--- src/rtl/full_sub_pkg.sv ---
// ============================================================================
// full_sub_pkg : shared bit-level borrow equation for the ripple subtractor
// Revision     : 1.0 - initial release
// ============================================================================
`default_nettype none

package full_sub_pkg;

  // Borrow out of one bit position of a - b - bin.
  function automatic logic borrow_next(input logic a, input logic b, input logic bin);
    return (~a & b) | (~a & bin) | (b & bin);
  endfunction

endpackage

`default_nettype wire

--- src/rtl/full_sub_cell.sv ---
// ============================================================================
// full_sub_cell : single-bit combinational full subtractor
// Revision      : 1.0 - initial release
// ============================================================================
`default_nettype none

module full_sub_cell
  import full_sub_pkg::*;
(
  input  logic a,
  input  logic b,
  input  logic bin,
  output logic diff,
  output logic bout
);

  assign diff = a ^ b ^ bin;
  assign bout = borrow_next(a, b, bin);

endmodule

`default_nettype wire

--- src/rtl/full_sub.sv ---
// ============================================================================
// full_sub : WIDTH-bit ripple-borrow subtractor with one registered stage
// Revision : 1.0 - initial release
// ============================================================================
`default_nettype none

module full_sub #(
  parameter int WIDTH = 1
) (
  input  logic             clk,
  input  logic             rst_n,
  input  logic [WIDTH-1:0] a,
  input  logic [WIDTH-1:0] b,
  input  logic             bin,
  input  logic             in_valid,
  output logic [WIDTH-1:0] diff,
  output logic             bout,
  output logic             out_valid
);

  logic [WIDTH:0]   w_borrow;
  logic [WIDTH-1:0] w_diff;
  logic [WIDTH-1:0] r_diff;
  logic             r_bout;
  logic             r_valid;

  assign w_borrow[0] = bin;

  for (genvar i = 0; i < WIDTH; i++) begin : g_cell
    full_sub_cell u_cell (
      .a    (a[i]),
      .b    (b[i]),
      .bin  (w_borrow[i]),
      .diff (w_diff[i]),
      .bout (w_borrow[i+1])
    );
  end

  // Result registers only load on accepted inputs, so idle-cycle inputs never disturb them.
  always_ff @(posedge clk or negedge rst_n) begin
    if (!rst_n) begin
      r_diff  <= '0;
      r_bout  <= 1'b0;
      r_valid <= 1'b0;
    end else begin
      r_valid <= in_valid;
      if (in_valid) begin
        r_diff <= w_diff;
        r_bout <= w_borrow[WIDTH];
      end
    end
  end

  assign diff      = r_diff;
  assign bout      = r_bout;
  assign out_valid = r_valid;

endmodule

`default_nettype wire

--- config.mk ---
export PLATFORM = sky130hd
export DESIGN_NAME = full_sub
export DESIGN_NICKNAME = d
export VERILOG_FILES = /design/src/rtl/full_sub_pkg.sv /design/src/rtl/full_sub_cell.sv /design/src/rtl/full_sub.sv
export SDC_FILE = /design/constraint.sdc
export NUM_CORES = 1
export LEC_CHECK = 0
export CAP_MARGIN = 20
export CORE_AREA = 2 2 39 41
export DETAILED_ROUTE_END_ITERATION = 8
export DIE_AREA = 0 0 41 43
export GPL_TIMING_DRIVEN = 0
export HOLD_SLACK_MARGIN = 0.12
export MAX_ROUTING_LAYER = met4
export PLACE_DENSITY_LB_ADDON = 0.1
export SETUP_SLACK_MARGIN = 0.15
export SYNTH_ARGS = -nofsm -noshare
export SYNTH_HDL_FRONTEND = slang
export SYNTH_SLANG_ARGS = --single-unit
--- constraint.sdc ---
create_clock -name clk -period 0.8 [get_ports clk]
set_input_delay 0.16 -clock clk [delete_from_list [all_inputs] [get_ports clk]]
set_output_delay 0.16 -clock clk [all_outputs]
set_load 0.03 [all_outputs]
==> impl_results.md, run 1 <==
- Core Area: 1380 um2
- Seq pwr share: 30.3%
- M1 GR Usage: 3.55%
- Syn avg cell area: 15.3 um2
- Leakage: 0.123 nW
- Post-Syn Area: 123 um2
- Top post-synthesis cells by area: dfrtp_1, fa_1, mux2_4, a21oi_1, inv_1
- RSZ-0062 raised after global routing: yes
- Status: complete, but fails checks
- Arrival time worst endpoint: 760 ps
- Final Setup Violations: 4
- Slowest CP cell: dfrtp_2
- Register area share after synthesis: 61.2%
- Critical path startpoint category: flop
- Site row count: 14
- First-pass GRT wire length: 441 um
- CP Buf/Inv Count: 1
- Cell Area, Placed: 226 um2
- Die Y: 43 um
- Internal power: 0.000444 W
- # diodes: 0
- Worst vdd ir: 0.000323 V
- DRT Pass-1 Iters: 1
- Bufs on Longest Clock Path: 2
- Cell variety after synth: 6
- Worst Hold Class: input port to async pin
- Yosys reg bits: 3
- Switch share: 25.8%
- Gpl congestion: 0.435
- Root Driver: clkbuf_4
- Clk slew on worst S/H paths: 30 ps
- Layout cells sized above 1: 77.3%
- Reg area: 76.3 um2
- GR peak layer: met4
- DRT iter0 DRCs: 0
- Post-synthesis net count: 15
- Die footprint: 1760 um2
- Max-slew violation count: 0
- Final ANT Viol Nets: 0
- CP Cell Sequence: buf_6
- Vias per inst: 3.03
- Failing checks: negative setup slack
- Area growth syn-to-layout: 122%
- Fillers: 160
- Total of max-cap violations: 0
- Remaining Overflow, GRT: 0
- Clock Sinks: 3
- CTS tree: done
- Final-stage net count: 30
- Clock power frac: 43.1%
- PwrDens: 2190 nW/um2
- DRT Wirelength: 291 um
- Initial antenna violation count: 0
- CP Capture Type: output port
- Final period util: 115%
- Chip width: 41 um
- Largest net degree at the start of global routing: 5
- Cts bufs inserted: 3
- Synth async-reset ratio: 100%
- EDFF count, synth: 0
- Routed length per placed instance: 7.66 um
- Final hold viol count: 0
- Slack of the critical path: -120 ps
- Worst slew pin tran: 231 ps
- Tot Pwr: 0.000598 W
- Top Ports: 9
- Number of global-route vias before repair: 138
- CP peak stage delay: 390 ps
- Post-layout min period: 920 ps
- Max FO, Critical Path: 2
- Combinational share of power: 26.6%
- CP Data Required Time: 640 ps
- Switching Power: 0.000154 W
- H-tree depth: 1
- I/O Buffers: 8
- Met2 usage: 5.31%
- Crit path max-delay family: flip-flops
- Area leader, netlist: dfrtp_1
- Setup CP Type: flop to output port
- Fmax: 1090 MHz
- Global Route Usage Sum: 4.33%
- Worst Skew: 0 ps
- Vias: 115
- Post-route cell area: 273 um2
- M3 GR Usage: 2.62%
- Cell with the most instances after synthesis: dfrtp_1
- Ys flop type: dfrtp_1
- Max_slew headroom: 84.6%
- Yosys Warn Count: 0
- Share of the synthesized area in the top cell type: 61.2%
- Post-detailed-route DRC marker count: 0
- Multi-input gate area: 57.6 um2
- Post-synthesis cell count: 8
- Starting Density: 8.86%
- Clk_lat worst skew: 230 ps
==> stage by stage <==
stage	hold slack [ps]	TNS (ps)	util, %	cells	worst slack (ps)
floorplan	-136	-145	-	8	-82.4
global placement	357	-2180	16.4	32	-572
detailed placement	354	-2180	16.4	32	-576
CTS	108	-445	19.3	38	-131
global route	116	-505	19.7	38	-149
finish	113	-410	19.7	38	-120
==> area by class of cell <==
type	instances	share of cell area [%]
Sequential cell	3	28.0
Tap cell	16	7.34
Inverter	1	1.38
Timing Repair Buffer	10	32.6
Multi-Input combinational cell	4	21.1
Clock buffer	4	9.63
==> what timing repair did <==
action,CTS,global route
hold endpoints to repair,3,1
pin swaps,3,2
resized for setup,37,1
endpoints found under the setup margin,5,5
buffers inserted,2,0
==> path summary, 6_finish.rpt <==
check | startpoint | to | slack, ps | cells past startpoint
max | bout | bout | -120 | 1
min | rst_n | bout | 110 | 1
max reg2reg | bout | bout | -100 | 2
min reg2reg | bout | bout | 610 | 2
max in group asynchronous | rst_n | bout | 530 | 1
min in group clk | bin | diff | 300 | 3
==> worst reg2reg max path: stages, from the launching register on <==
cell	delay, ps
dfrtp_2	390
buf_4	130
mux2_4	250
==> power groups by stage <==
stage | sequential, W | clock (W) | combinational [W]
after CTS | 0.000181 | 0.000274 | 0.000157
after detailed placement | 0.000180 | 0 | 0.000130
after floorplan | 0.000214 | 0 | 0.0000227
after global placement | 0.000180 | 0 | 0.000129
final | 0.000181 | 0.000258 | 0.000159
after global routing | 0.000183 | 0.000291 | 0.000172
==> layer usage <==
layer	wire, um	vias to the layer above
met5	0	-
li1	-	54
met1	84	52
met4	0	0
met3	77	0
met2	130	9
==> logic make-up after synthesis <==
kind of cell | Yosys count | synth area share [%]
DFF | 3 | 61.2
AOI/OAI and AO/OA | 1 | 4.08
buffers and inverters | 1 | 3.06
muxes | 1 | 12.2
adders and majority gates | 1 | 16.3
and+or+nand+nor | 1 | 3.06
==> cell usage in the layout (no fill, tap or decap) <==
cell type        instances
buf_4                    2
fa_2                     1
clkbuf_1                 1
mux2_4                   1
a21oi_2                  1
dfrtp_2                  1
dfrtp_1                  2
buf_2                    2
clkdlybuf4s50_1          1
clkbuf_4                 3
dlygate4sd2_1            1
inv_2                    1
nor2_4                   1
buf_6                    4
==> state kept, by name (all words and copies together) (netlist names) <==
name and cells:
diff 1, bout 1, out_valid 1
Power figures use the tool's default switching activity.
==> inputs of run 2 (changes only) <==
CAP_MARGIN = default   (was 20)
GPL_TIMING_DRIVEN = default   (was 0)
==> run 2 against run 1 <==
  * The run still ends with negative setup slack left
  * Fmax hardly changed
  * Routed wire length is 6.5% lower
  * Via count is 7.8% higher
  * Sequential power hardly changed
  * Worst hold slack better by 6.7 ps
  * Largest cell class unchanged
  * Largest power group unchanged
==> impl_results.md, run 2 (synthesized netlist as in run 1, its figures left out) <==
- Global Route Usage Sum: 4.22% (was 4.33%)
- Clk_lat worst skew: 230 ps (about the same)
- Layout cells sized above 1: 78.3% (was 77.3%)
- Final hold viol count: 0 (unchanged)
- Worst Hold Class: input port to async pin (unchanged)
- Seq pwr share: 29.9% (was 30.3%)
- First-pass GRT wire length: 414 um (was 441 um)
- Core Area: 1380 um2 (unchanged)
- Site row count: 14 (unchanged)
- Final-stage net count: 31 (was 30)
- Non-Filler Instances: 39 (was 38)
- Die Y: 43 um (unchanged)
- RSZ-0062 raised after global routing: yes (unchanged)
- I/O Buffers: 8 (unchanged)
- Sum of negative setup slack: -423 ps (was -410 ps)
- Starting Density: 8.86% (unchanged)
- Worst vdd ir: 0.000352 V (was 0.000323 V)
- H-tree depth: 1 (unchanged)
- Failing checks: negative setup slack (unchanged)
- Worst Skew: 0 ps (unchanged)
- Fillers: 161 (was 160)
- CTS tree: done (unchanged)
- CP Buf/Inv Count: 1 (unchanged)
- Met3 routed WL: 61 um (was 77 um)
- Slack of the critical path: -120 ps (about the same)
- Critical path startpoint category: flop (unchanged)
- Remaining Overflow, GRT: 0 (unchanged)
- Internal power: 0.000454 W (was 0.000444 W)
- Final ANT Viol Nets: 0 (unchanged)
- Post-detail-place hpwl: 229 um
- DRT Wirelength: 272 um (was 291 um)
- Met2 WL: 108 um (was 130 um)
- Root Driver: clkbuf_4 (unchanged)
- Status: complete, but fails checks (unchanged)
- CP Data Required Time: 640 ps (about the same)
- Post-Route M1 WL: 102 um (was 84 um)
- PwrDens: 2080 nW/um2 (was 2190 nW/um2)
- Crit path max-delay family: flip-flops (unchanged)
- Multi-input gate area: 57.6 um2 (unchanged)
- Fmax: 1090 MHz (about the same)
- Post-layout min period: 920 ps (about the same)
- Combinational share of power: 28.0% (was 26.6%)
- DRT Pass-1 Iters: 2 (was 1)
- Max_slew headroom: 89.9% (was 84.6%)
- Tot Pwr: 0.000610 W (was 0.000598 W)
- CP peak stage delay: 390 ps (about the same)
- Gpl congestion: 0.500 (was 0.435)
- CP Cell Sequence: buf_6 (unchanged)
- Die footprint: 1760 um2 (unchanged)
- Uppermost layer routed: met3 (unchanged)
- Post-detailed-route DRC marker count: 0 (unchanged)
- Area growth syn-to-layout: 139% (was 122%)
- Clock power frac: 42.1% (was 43.1%)
- Most common cell after layout, fill and taps aside: buf_6 (unchanged)
- Setup CP Type: flop to output port (unchanged)
- Most frequent cells in the layout: buf_6, clkbuf_4, dfrtp_1, buf_4 (was buf_6, clkbuf_4, dfrtp_1, buf_2, buf_4)
- Max FO, Critical Path: 2 (unchanged)
- # diodes: 0 (unchanged)
- Switch share: 25.5% (was 25.8%)
- Largest net degree at the start of global routing: 4 (was 5)
- Number of global-route vias before repair: 124 (was 138)
- Max-slew violation count: 0 (unchanged)
- Chip width: 41 um (unchanged)
- Clock Sinks: 3 (unchanged)
- Reg area: 76.3 um2 (unchanged)
- Top Ports: 9 (unchanged)
- Vias: 124 (was 115)
- Cts bufs inserted: 3 (unchanged)
- DRT iter0 DRCs: 1 (was 0)
- Final period util: 115% (about the same)
- Slowest CP cell: dfrtp_2 (unchanged)
- Arrival time worst endpoint: 760 ps (about the same)
- Leakage: 0.131 nW (was 0.123 nW)
- CP Capture Type: output port (unchanged)
- Final Setup Violations: 4 (unchanged)
- Worst slew pin tran: 151 ps (was 231 ps)
- Clk slew on worst S/H paths: 30 ps (about the same)
- Routed length per placed instance: 6.97 um (was 7.66 um)
- Switching Power: 0.000156 W (was 0.000154 W)
- Vias per inst: 3.18 (was 3.03)
- Bufs on Longest Clock Path: 2 (unchanged)
- Total of max-cap violations: 0 (unchanged)
- # placed instances: 33 (was 32)
- Initial antenna violation count: 0 (unchanged)
run 2: cell type report:
| cell class | instances | share of cell area [%] |
|---|---|---|
| inverter | 1 | 2.14 |
| multi-input combinational | 4 | 19.7 |
| timing repair buffer | 11 | 36.3 |
| clock buffer | 4 | 8.97 |
| tap | 16 | 6.84 |
| sequential | 3 | 26.1 |
run 2: routing by layer:
metal	vias up	track usage [%]
li1	56	-
met2	9	5.31
met3	0	3.14
met1	59	2.90
met5	-	-
met4	0	6.00
run 2: power by group through the flow:
stage	logic, W	clock network, W	registers (W)
6_report	0.000171	0.000257	0.000182
5_1_grt	0.000182	0.000298	0.000184
4_1_cts	0.000160	0.000273	0.000181
3_5_place_dp	0.000126	0	0.000181
3_3_place_gp	0.000127	0	0.000180
2_1_floorplan	0.0000227	0	0.000214
run 2: path summary, 6_finish.rpt:
check                           start    to  slack (ps)  cells past startpoint
worst max-delay path             bout  bout        -120                      1
worst max register to register   bout  bout        -100                      2
min in group clk                  bin  diff         290                      3
max in group asynchronous       rst_n  bout         520                      1
worst min-delay path            rst_n  bout         120                      1
worst min register to register   bout  bout         610                      2
run 2: repair_timing:
| action | CTS | global route |
|---|---|---|
| pin swaps | 3 | 2 |
| endpoints found under the setup margin | 5 | 5 |
| resized for setup | 19 | 4 |
| hold endpoints to repair | 3 | 1 |
| setup buffers | 2 | 0 |
run 2: through the flow:
stage / hold WS [ps] / instance area, um2 / utilization (%) / worst slack [ps]
6_report: 120 / 293 / 21.2 / -120
5_1_grt: 115 / 293 / 21.2 / -154
4_1_cts: 112 / 275 / 19.9 / -131
3_5_place_dp: 358 / 226 / 16.4 / -575
3_3_place_gp: 357 / 226 / 16.4 / -580
2_1_floorplan: -136 / 126 / - / -82.4
